**config.mk**
```make
export PLATFORM = sky130hd
export DESIGN_NAME = sig_arbiter
export DESIGN_NICKNAME = d
export VERILOG_FILES = /design/src/rtl/sig_arbiter.sv
export SDC_FILE = /design/constraint.sdc
export NUM_CORES = 1
export LEC_CHECK = 0
export ABC_AREA = 1
export CAP_MARGIN = 20
export CORE_AREA = 5 5 76 96
export CTS_CLUSTER_DIAMETER = 200
export DETAILED_ROUTE_END_ITERATION = 16
export DIE_AREA = 0 0 81 101
export PLACE_DENSITY = 0.86
export SETUP_SLACK_MARGIN = 0.15
export SYNTH_ARGS = -nofsm -noshare
export SYNTH_HDL_FRONTEND = slang
export SYNTH_SLANG_ARGS = --single-unit
```
**constraint.sdc**
```tcl
create_clock -name clk -period 2.2 [get_ports clk]
set_clock_uncertainty 0.05 [all_clocks]
set_input_delay 0.44 -clock clk [delete_from_list [all_inputs] [get_ports clk]]
set_output_delay 0.44 -clock clk [all_outputs]
set_load 0.005 [all_outputs]
```
**src/rtl/sig_arbiter.sv**
```systemverilog
// sig_arbiter: shares one sigmoid / sigmoid-derivative table pair among NREQ requesters.
// Define SIG_ARB_RR_EN for round-robin grants; the default build uses fixed priority (lowest index wins).
module sig_arbiter #(
    parameter int width     = 16,
    parameter int int_bits  = 3,
    parameter int frac_bits = 12,
    parameter int NREQ      = 4,
    parameter int LUT_LAT   = 1
) (
    input  logic                  clk,
    input  logic                  reset_n,
    input  logic                  en,
    input  logic [NREQ-1:0]       req_valid,
    output logic [NREQ-1:0]       req_ready,
    input  logic [NREQ*width-1:0] req_z,
    input  logic [NREQ-1:0]       req_prime,
    output logic [width-1:0]      tbl_z,
    input  logic [width-1:0]      tbl_s,
    input  logic [width-1:0]      tbl_sp,
    output logic [NREQ-1:0]       rsp_valid,
    output logic [width-1:0]      rsp_data
);
    localparam int ID_W = (NREQ > 1) ? $clog2(NREQ) : 1;

    if (int_bits + frac_bits + 1 != width) begin : g_fmt_check
        $error("sig_arbiter: width must equal 1 + int_bits + frac_bits");
    end

    logic [NREQ-1:0] gnt;
    logic [ID_W-1:0] gnt_id;
    logic            xfer;

`ifdef SIG_ARB_RR_EN
    logic [ID_W-1:0] ptr;

    // Search starts at ptr and walks upward with wrap; first valid requester wins.
    always_comb begin
        logic            found;
        logic [ID_W-1:0] idx;
        gnt    = '0;
        gnt_id = '0;
        found  = 1'b0;
        idx    = '0;
        for (int unsigned k = 0; k < NREQ; k++) begin
            idx = ID_W'((32'(ptr) + k) % NREQ);
            if (en && !found && req_valid[idx]) begin
                gnt[idx] = 1'b1;
                gnt_id   = idx;
                found    = 1'b1;
            end
        end
    end
`else
    always_comb begin
        logic found;
        gnt    = '0;
        gnt_id = '0;
        found  = 1'b0;
        for (int unsigned i = 0; i < NREQ; i++) begin
            if (en && !found && req_valid[i]) begin
                gnt[i] = 1'b1;
                gnt_id = ID_W'(i);
                found  = 1'b1;
            end
        end
    end
`endif

    assign req_ready = gnt;
    assign xfer      = |gnt;

    // Stage 0 is loaded together with tbl_z; stages 1..LUT_LAT track the table's own latency.
    logic [LUT_LAT:0] tag_valid;
    logic [LUT_LAT:0] tag_prime;
    logic [ID_W-1:0]  tag_id [LUT_LAT+1];

    always_ff @(posedge clk or negedge reset_n) begin
        if (!reset_n) begin
            tbl_z     <= '0;
            tag_valid <= '0;
            rsp_valid <= '0;
            rsp_data  <= '0;
`ifdef SIG_ARB_RR_EN
            ptr       <= '0;
`endif
        end else begin
            if (xfer) begin
                tbl_z <= req_z[32'(gnt_id) * width +: width];
            end
            tag_valid[0] <= xfer;
            for (int unsigned s = 1; s <= LUT_LAT; s++) begin
                tag_valid[s] <= tag_valid[s-1];
            end
            if (tag_valid[LUT_LAT]) begin
                rsp_valid <= NREQ'(1) << tag_id[LUT_LAT];
                rsp_data  <= tag_prime[LUT_LAT] ? tbl_sp : tbl_s;
            end else begin
                rsp_valid <= '0;
            end
`ifdef SIG_ARB_RR_EN
            if (xfer) begin
                ptr <= (gnt_id == ID_W'(NREQ - 1)) ? '0 : gnt_id + 1'b1;
            end
`endif
        end
    end

    // Tag payload only matters while its valid bit is set, so it needs no reset.
    always_ff @(posedge clk) begin
        tag_id[0]    <= gnt_id;
        tag_prime[0] <= req_prime[gnt_id];
        for (int unsigned s = 1; s <= LUT_LAT; s++) begin
            tag_id[s]    <= tag_id[s-1];
            tag_prime[s] <= tag_prime[s-1];
        end
    end

endmodule

```
; Yosys cells after proc, flatten, opt, wreduce, memory -nomap -nowiden
; Memories as Yosys holds them, arrays and structs flattened.
; Cells that the tools add are included.
[op_classes]
n_reduce_logical = 11
mux = 13
n_lt_le_gt_ge = 1
n_shift = 2
[ops]
columns = cell, n
row1 = 64-bit by 7-bit variable part select with 16-bit output, 1
row2 = 16-bit two-way mux, 1
row3 = 1-bit two-way mux, 8
row4 = 1-bit logical AND, 7
row5 = 2-bit two-way mux, 2
row6 = 4-bit two-way mux, 1
row7 = 4-bit OR reduction, 1
row8 = "1-bit by 2-bit left shift with 4-bit output, first input constant", 1
row9 = 1-bit zero test, 3
row10 = "2-bit by 3-bit less-than comparator with 1-bit output, second input constant", 1
row11 = 1-bit binary-select mux with 2-bit select, 1
[totals]
memories = 1
register_bits = 40
output_inout_bits = 40
mem_bits_rw = 4
[memory_table]
columns = memory, words, width, rd, rd_clocked_by_memory_dff, write_ports, line
row1 = tag_id, 2, 2, 2, 0, 2, 75  ; logic [ID_W-1:0] tag_id [LUT_LAT+1];

; Depth between registers and ports, before layout
; Gate-level depths: netlist of run 1.
[logic_depth]
ltp_word = 16
mapped_depth = 10

; Worst setup path before layout of run 1
; OpenSTA, ideal clock, no wires.
[synth_path]
path_kind = input to output
startpoint = input port req_valid[0]
endpoint = output port req_ready[3]
t_required_ns = 1.710
t_arrival_ns = 1.136
path_stages = 4
setup_slack_ns = 0.574
path_cell_list = nor3_4 nand3_4 buf_6 inv_1
[synth_via]
elab_chain_len = 14
[synth_rtl]
columns = element, line
row1 = "start, declared", 13  ; input logic [NREQ-1:0] req_valid,
row2 = 1-bit logical AND *, 60  ; if (en && !found && req_valid[i]) begin
row3 = 1-bit two-way mux *, 60
row4 = 1-bit zero test, 60
row5 = 1-bit logical AND (2 in series), 60
row6 = 1-bit two-way mux *, 60
row7 = 1-bit zero test, 60
row8 = 1-bit logical AND (2 in series), 60
row9 = 1-bit two-way mux *, 60
row10 = 1-bit zero test *, 60
row11 = 1-bit logical AND * (2 in series), 60
row12 = 1-bit two-way mux *, 60
row13 = "end, declared", 14  ; output logic [NREQ-1:0] req_ready,
; Every way passes the cells marked *; elsewhere a longest branch is shown, timed or not.

; Worst setup path after layout of run 1
[layout_path]
startpoint = input port req_valid[2]
endpoint = register tbl_z[14]
[layout_via]
elab_chain_len = 7
elab_cells_between_ends = 11
cone_classes = 1 x shift / 5 x mux / 5 x reduce/logical
[layout_rtl]
columns = element, line
row1 = 1-bit logical AND *, 60
row2 = 1-bit two-way mux, 60
row3 = 1-bit zero test, 60
row4 = 1-bit logical AND (2 in series), 60
row5 = 2-bit two-way mux / 1-bit two-way mux (equally long branches), 60
row6 = 64-bit by 7-bit variable part select with 16-bit output / 4-bit OR reduction (equally long branches), "88, 70"
row7 = "end signal, assigned", 88  ; tbl_z <= req_z[32'(gnt_id) * width +: width];
row8 = "end, declared", 17  ; output logic [width-1:0] tbl_z,
; Marks and branches as above.
; A chain may end at the register's enable or synchronous reset.

==> flow_summary.toml, run 1 <==
[detailed_routing]
post_drt_via_cell_ratio = 4.68
dr.first_iter.drc_count = 74
via_count = 2810
detail-route-antenna-nets = 0
route.detailed.wl_per_inst_um = 12.7
drt_pre_antenna_iters = 4
detail_route.drc_violations = 0
drt-total-wl_mm = 7.66

[synth]
synth_mux_area_share_pct = 0
synth_compound_gate_area_share_pct = 10.1
synth-seq-area-share_pct = 41.7
synth_area_leader = "sky130_fd_sc_hd__dfrtp_1"
mappedNetlistArea_sq_um = 2570
synth.top_cells.by_area = "sky130_fd_sc_hd__dfrtp_1 (37%), sky130_fd_sc_hd__nand2_1 (14%), sky130_fd_sc_hd__nand3_1 (9.9%), sky130_fd_sc_hd__inv_1 (9.8%), sky130_fd_sc_hd__o21ai_0 (7.2%)"
synth-edff-count = 0
synthFlopType = "sky130_fd_sc_hd__dfrtp_1"
synth_async_sr_flop_share_pct = 86.4
yosysUniqueCellTypes = 29
synth_area_per_cell_sq_um = 7.12
synth_simple_gate_area_share_pct = 32.3
synth.net_count = 468
synth_top_family_by_area = "simple AND/OR/NAND/NOR gates"
synthDominantCellAreaShare_pct = 37.0
synth-adder-area-share_pct = 0
synth-seq-cells = 44
yosysWarningCount = 0
post_synth_inst_count = 361
synth_xor_area_share_pct = 0

[finish]
fillers = 557
leading_cell_type_in_the_layout_fill_and_taps_excluded = "sky130_fd_sc_hd__clkdlybuf4s50_1"
multiInputGateArea_sq_um = 1090
final_layout_size_suffix_gt1_share_pct = 7.78
layout-area-overhead-vs-synth_pct = 64.1
nets = 620
final_cell_mix = "sky130_fd_sc_hd__clkdlybuf4s50_1 (139), sky130_fd_sc_hd__nand2_1 (99), sky130_fd_sc_hd__inv_1 (67)"
seq_area_sq_um = 1070
n_antenna_cell = 0
final_cell_area_sq_um = 4220

[clock_network]
tritoncts = "yes"
clock_tree.root_cell = "sky130_fd_sc_hd__clkbuf_8"
cts.clk_slew.worst_paths_ns = 0.09
cts-buffers-inserted = 5
clock_tree.buffer_depth = 2
cts_max_level = 2
clock_latency_reported_for_the_late_side_of_the_worst_skew_pair_ns = 0.29
cts.hold.buffers_added = 0
clock-sinks = 44

[floorplanning]
start_util_pct = 40.4
design.die.area_sq_um = 8180
dieWidth_um = 81
coreArea_sq_um = 6360
placementRows = 33
floorplan.io_pins = 147
dieHeight_um = 101

[sta]
rsz_0062_raised_after_global_routing = "false"
finalHoldViolCount = 0
setup_viol_count_final = 0
finalWorstSetupSlack_ns = 0.239
report.final.slew_viol_count = 0
worstMarginPinSlew_ns = 0.834
max-slew-margin-rel_pct = 44.4
min_period_ns = 1.96
max_freq_mhz = 510
fin_crit_sh_pct = 89.2

[critical_path]
worstPathMaxFanout = 44
worst_setup_path_type = "in -> reg"
timing.critical_path.arrival_ns = 2.09
crit_path_capture_type = "flop"
crit_path_start_kind = "input pin"
cp.required_ns = 2.33

[run]
drv_cap = 0

[place]
port_buffers = 146
finalWeightedCongestion = 0.814
place_hpwl_mm = 6.22
pre_cts_slack_ns = -0.230
postPlaceCellArea_sq_um = 4090

[global_routing]
grt_first_pass_wirelength_mm = 12.6
first_global_vias = 2980
grt_start_max_net_pins = 45
initial_antenna_violation_count = 0
globalRouteTotalUtil_pct = 19.3
total_gr_overflow = 0

[pwr]
cellLeakagePower_nw = 2.13
power.density_nw_per_um2 = 566
irDropWorstVdd_uv = 242

[min_path]
hold_path_class = "in -> async"

[outcome]
run_status = "completed"
[state kept, by name, summed over array words and instances (netlist names)]
signal	cells
rsp_data	16
rsp_valid	4
tag_id	4
tag_prime	2
tag_valid	2
tbl_z	16
[worst max-delay path, stage by stage]
cell                              delay, ns
sky130_fd_sc_hd__clkdlybuf4s50_1       0.49
sky130_fd_sc_hd__inv_1                 0.07
sky130_fd_sc_hd__nand3_4               0.07
sky130_fd_sc_hd__buf_4                 0.29
sky130_fd_sc_hd__nand2_8               0.22
sky130_fd_sc_hd__or2_2                 0.33
sky130_fd_sc_hd__nand2_1               0.07
sky130_fd_sc_hd__nand3_1               0.08
[final timing paths]
path                                      start                       to  slack, ns  depth (start not counted)
hold reg to reg            tag_prime[0]$_DFF_P_     tag_prime[1]$_DFF_P_       0.28                          0
setup reg to reg           tag_prime[1]$_DFF_P_  rsp_data[7]$_DFFE_PN0P_       0.89                          4
setup / recovery                   req_valid[2]    tbl_z[14]$_DFFE_PN0P_       0.24                          8
min in group clk           tag_prime[0]$_DFF_P_     tag_prime[1]$_DFF_P_       0.28                          0
hold / removal                          reset_n  rsp_data[5]$_DFFE_PN0P_       0.19                          1
max in group asynchronous               reset_n     tbl_z[1]$_DFFE_PN0P_       1.39                          1
[per-stage QoR]
stage               power (mW)  TNS [ns]  utilization, %  hold WS [ns]  cells
finish                    2.39         0            66.4         0.189    601
global route              2.53         0            66.4         0.261    601
CTS                       2.41         0            66.2         0.210    600
detailed placement        1.78     -3.00            64.4         0.267    591
global placement          1.76     -1.89            64.4         0.260    591
floorplan                 1.27         0               -        0.0944    361
[where the power goes]
| part | internal (mW) | switching [mW] | total [mW] |
|---|---|---|---|
| logic | 0.465 | 0.304 | 0.769 |
| clock network | 0.342 | 0.287 | 0.629 |
| registers | 0.926 | 0.0629 | 0.989 |
| total | 1.73 | 0.654 | 2.39 |
[logic make-up after synthesis]
family / count (synthesis)
simple gates: 181
flops: 44
compound gates: 49
buf+inv: 87
[cell usage after synthesis (4+ instances only)]
cell type                   n
sky130_fd_sc_hd__clkbuf_1   5
sky130_fd_sc_hd__inv_1     67
sky130_fd_sc_hd__dfrtp_1   38
sky130_fd_sc_hd__a21oi_1    9
sky130_fd_sc_hd__nand2_1   99
sky130_fd_sc_hd__or2_2      4
sky130_fd_sc_hd__nand3_1   51
sky130_fd_sc_hd__o21ai_0   37
sky130_fd_sc_hd__nor3_1     4
sky130_fd_sc_hd__nor2_1    16
sky130_fd_sc_hd__dfxtp_1    6
[repair_timing]
item	4_1_cts	5_1_grt
setup endpoints to repair	6	1
buffers inserted	1	1
pin swaps	2	1
gates resized for setup	5	1
[per-layer routing]
layer	part of all wire, %	track usage, %
met1	38	20.2
met2	51	35.4
met3	8.2	4.29
met4	3.1	9.75
met5	0	0
[cell type report]
cell class	instances	share of cell area [%]
tap	87	2.58
multi-input combinational	230	25.8
timing repair buffer	162	37.3
sequential	44	25.4
clock buffer	5	1.63
clock inverter	3	1.10
inverter	70	6.23
No activity file was read; power rests on OpenSTA's default activity.
==> run 2, diff against run 1 <==
clock period = 2.4 ns   (was 2.2 ns; I/O delays follow)
==> run 2 against run 1 <==
  * Via count decreased by 0.82%
  * Critical path depth shrank 3
  * Die area stayed put
  * Count of clock-buffer cells in the layout unchanged
  * Total power down 9.0%
  * Critical path type is now in -> out
  * Critical endpoint is now req_ready[2]
  * Largest power group unchanged
==> flow_summary.toml, run 2 (synthesis results as in run 1) <==
[outcome]
run_status = "completed"

[clock_network]
clock-sinks = 44
clock_latency_reported_for_the_late_side_of_the_worst_skew_pair_ns = 0.29
cts_max_level = 2
cts.clk_slew.worst_paths_ns = 0.08
clock_tree.buffer_depth = 2
clock_tree.root_cell = "sky130_fd_sc_hd__clkbuf_8"
cts-buffers-inserted = 5
tritoncts = "yes"

[critical_path]
worst_r2r_startpoint = "tag_prime[1]$_DFF_P_"
cp.required_ns = 1.87
crit_path_start_kind = "input pin"
worstPathMaxFanout = 3
worst_setup_path_type = "in -> out"
crit_path_capture_type = "output pin"
timing.critical_path.arrival_ns = 1.64
worstSetupStartpoint = "req_valid[0]"

[detailed_routing]
dr.first_iter.drc_count = 59
drt-total-wl_mm = 7.56
post_drt_via_cell_ratio = 4.68
detail_route.drc_violations = 0
via_count = 2787
detail-route-antenna-nets = 0
route.detailed.wl_per_inst_um = 12.7
drt_pre_antenna_iters = 4

[finish]
largestRegisters = "rsp_data: 16 flops, tbl_z: 16 flops"
nets = 615
final_layout_size_suffix_gt1_share_pct = 6.88
final_cell_area_sq_um = 4190
final_cell_mix = "sky130_fd_sc_hd__clkdlybuf4s50_1 (139), sky130_fd_sc_hd__nand2_1 (99), sky130_fd_sc_hd__inv_1 (67)"
seq_area_sq_um = 1070
layout-area-overhead-vs-synth_pct = 62.8
final_util_pct = 65.8
n_antenna_cell = 0
fillers = 577
leading_cell_type_in_the_layout_fill_and_taps_excluded = "sky130_fd_sc_hd__clkdlybuf4s50_1"
multiInputGateArea_sq_um = 1090

[sta]
min_period_ns = 2.17
max-slew-margin-rel_pct = 45.7
fin_crit_sh_pct = 90.6
worstMarginPinSlew_ns = 0.814
max_freq_mhz = 460
rsz_0062_raised_after_global_routing = "false"
report.final.slew_viol_count = 0
setup_viol_count_final = 0
finalHoldViolCount = 0
setup_tns_ns = 0

[min_path]
hold_path_class = "in -> async"

[floorplanning]
coreArea_sq_um = 6360
start_util_pct = 40.4
floorplan.io_pins = 147
dieWidth_um = 81
dieHeight_um = 101
design.die.area_sq_um = 8180
placementRows = 33

[global_routing]
initial_antenna_violation_count = 0
total_gr_overflow = 0
globalRouteTotalUtil_pct = 18.6
first_global_vias = 2723
grt_start_max_net_pins = 45
grt_first_pass_wirelength_mm = 12.0

[place]
finalWeightedCongestion = 0.851
place_hpwl_mm = 6.13
port_buffers = 146
postPlaceCellArea_sq_um = 4060

[pwr]
cellLeakagePower_nw = 2.11
irDropWorstVdd_uv = 257
power.density_nw_per_um2 = 519
post-layout-total-power_mw = 2.17

[run]
drv_cap = 0
## run 2: changes by cell type in the layout (fill, tap and decap cells not counted)
cell | previous run | this run
sky130_fd_sc_hd__dlymetal6s2s_1 | 1 | 2
sky130_fd_sc_hd__dlygate4sd2_1 | 5 | 4
sky130_fd_sc_hd__buf_4 | 16 | 11
## run 2: worst max-delay path: stages
cell                              delay [ns]
sky130_fd_sc_hd__dlygate4sd2_1          0.26
sky130_fd_sc_hd__nor3_4                 0.26
sky130_fd_sc_hd__nand2_1                0.09
sky130_fd_sc_hd__inv_1                  0.06
sky130_fd_sc_hd__clkdlybuf4s50_1        0.49
## run 2: report_power, final
part           internal (mW)  switching, mW
sequential             0.849         0.0637
clock                  0.313          0.257
combinational          0.420          0.269
total                   1.58          0.590
## run 2: area by class of cell
cell class | count | area share (%)
clock inverters | 3 | 1.11
well taps | 87 | 2.60
inverters | 70 | 6.28
repair buffers | 157 | 36.8
flip-flops and latches | 44 | 25.6
clock buffers | 5 | 1.64
multi-input cells | 230 | 26.0
## run 2: final timing paths
path / to / slack [ns] / cells after the start
setup / recovery: req_ready[2] / 0.23 / 5
setup reg to reg: rsp_data[8]$_DFFE_PN0P_ / 0.93 / 3
hold / removal: rsp_data[4]$_DFFE_PN0P_ / 0.22 / 1
hold reg to reg: tag_prime[1]$_DFF_P_ / 0.28 / 0
min in group clk: tag_prime[1]$_DFF_P_ / 0.28 / 0
max in group asynchronous: tbl_z[1]$_DFFE_PN0P_ / 1.56 / 1
## run 2: layer usage
layer | track usage [%] | vias to the layer above | routed length, um
met5 | 0 | - | 0
li1 | - | 1404 | -
met1 | 19.9 | 1243 | 2910
met4 | 9.49 | 0 | 287
met3 | 3.94 | 24 | 539
met2 | 33.6 | 116 | 3830
## run 2: repair_timing
item                                    4_1_cts  5_1_grt
buffers inserted                              1        1
hold buffers                                  0        0
resized for setup                             4        2
pin swaps                                     2        1
endpoints found under the setup margin        4        2
## run 2: per-stage QoR
step           worst slack [ns]  hold slack (ns)  cells
6_report                  0.226            0.224    596
5_1_grt                   0.153            0.289    596
4_1_cts                   0.144            0.249    595
3_5_place_dp            -0.0977            0.265    586
3_3_place_gp            -0.0765            0.261    586
2_1_floorplan             0.694            0.134    361
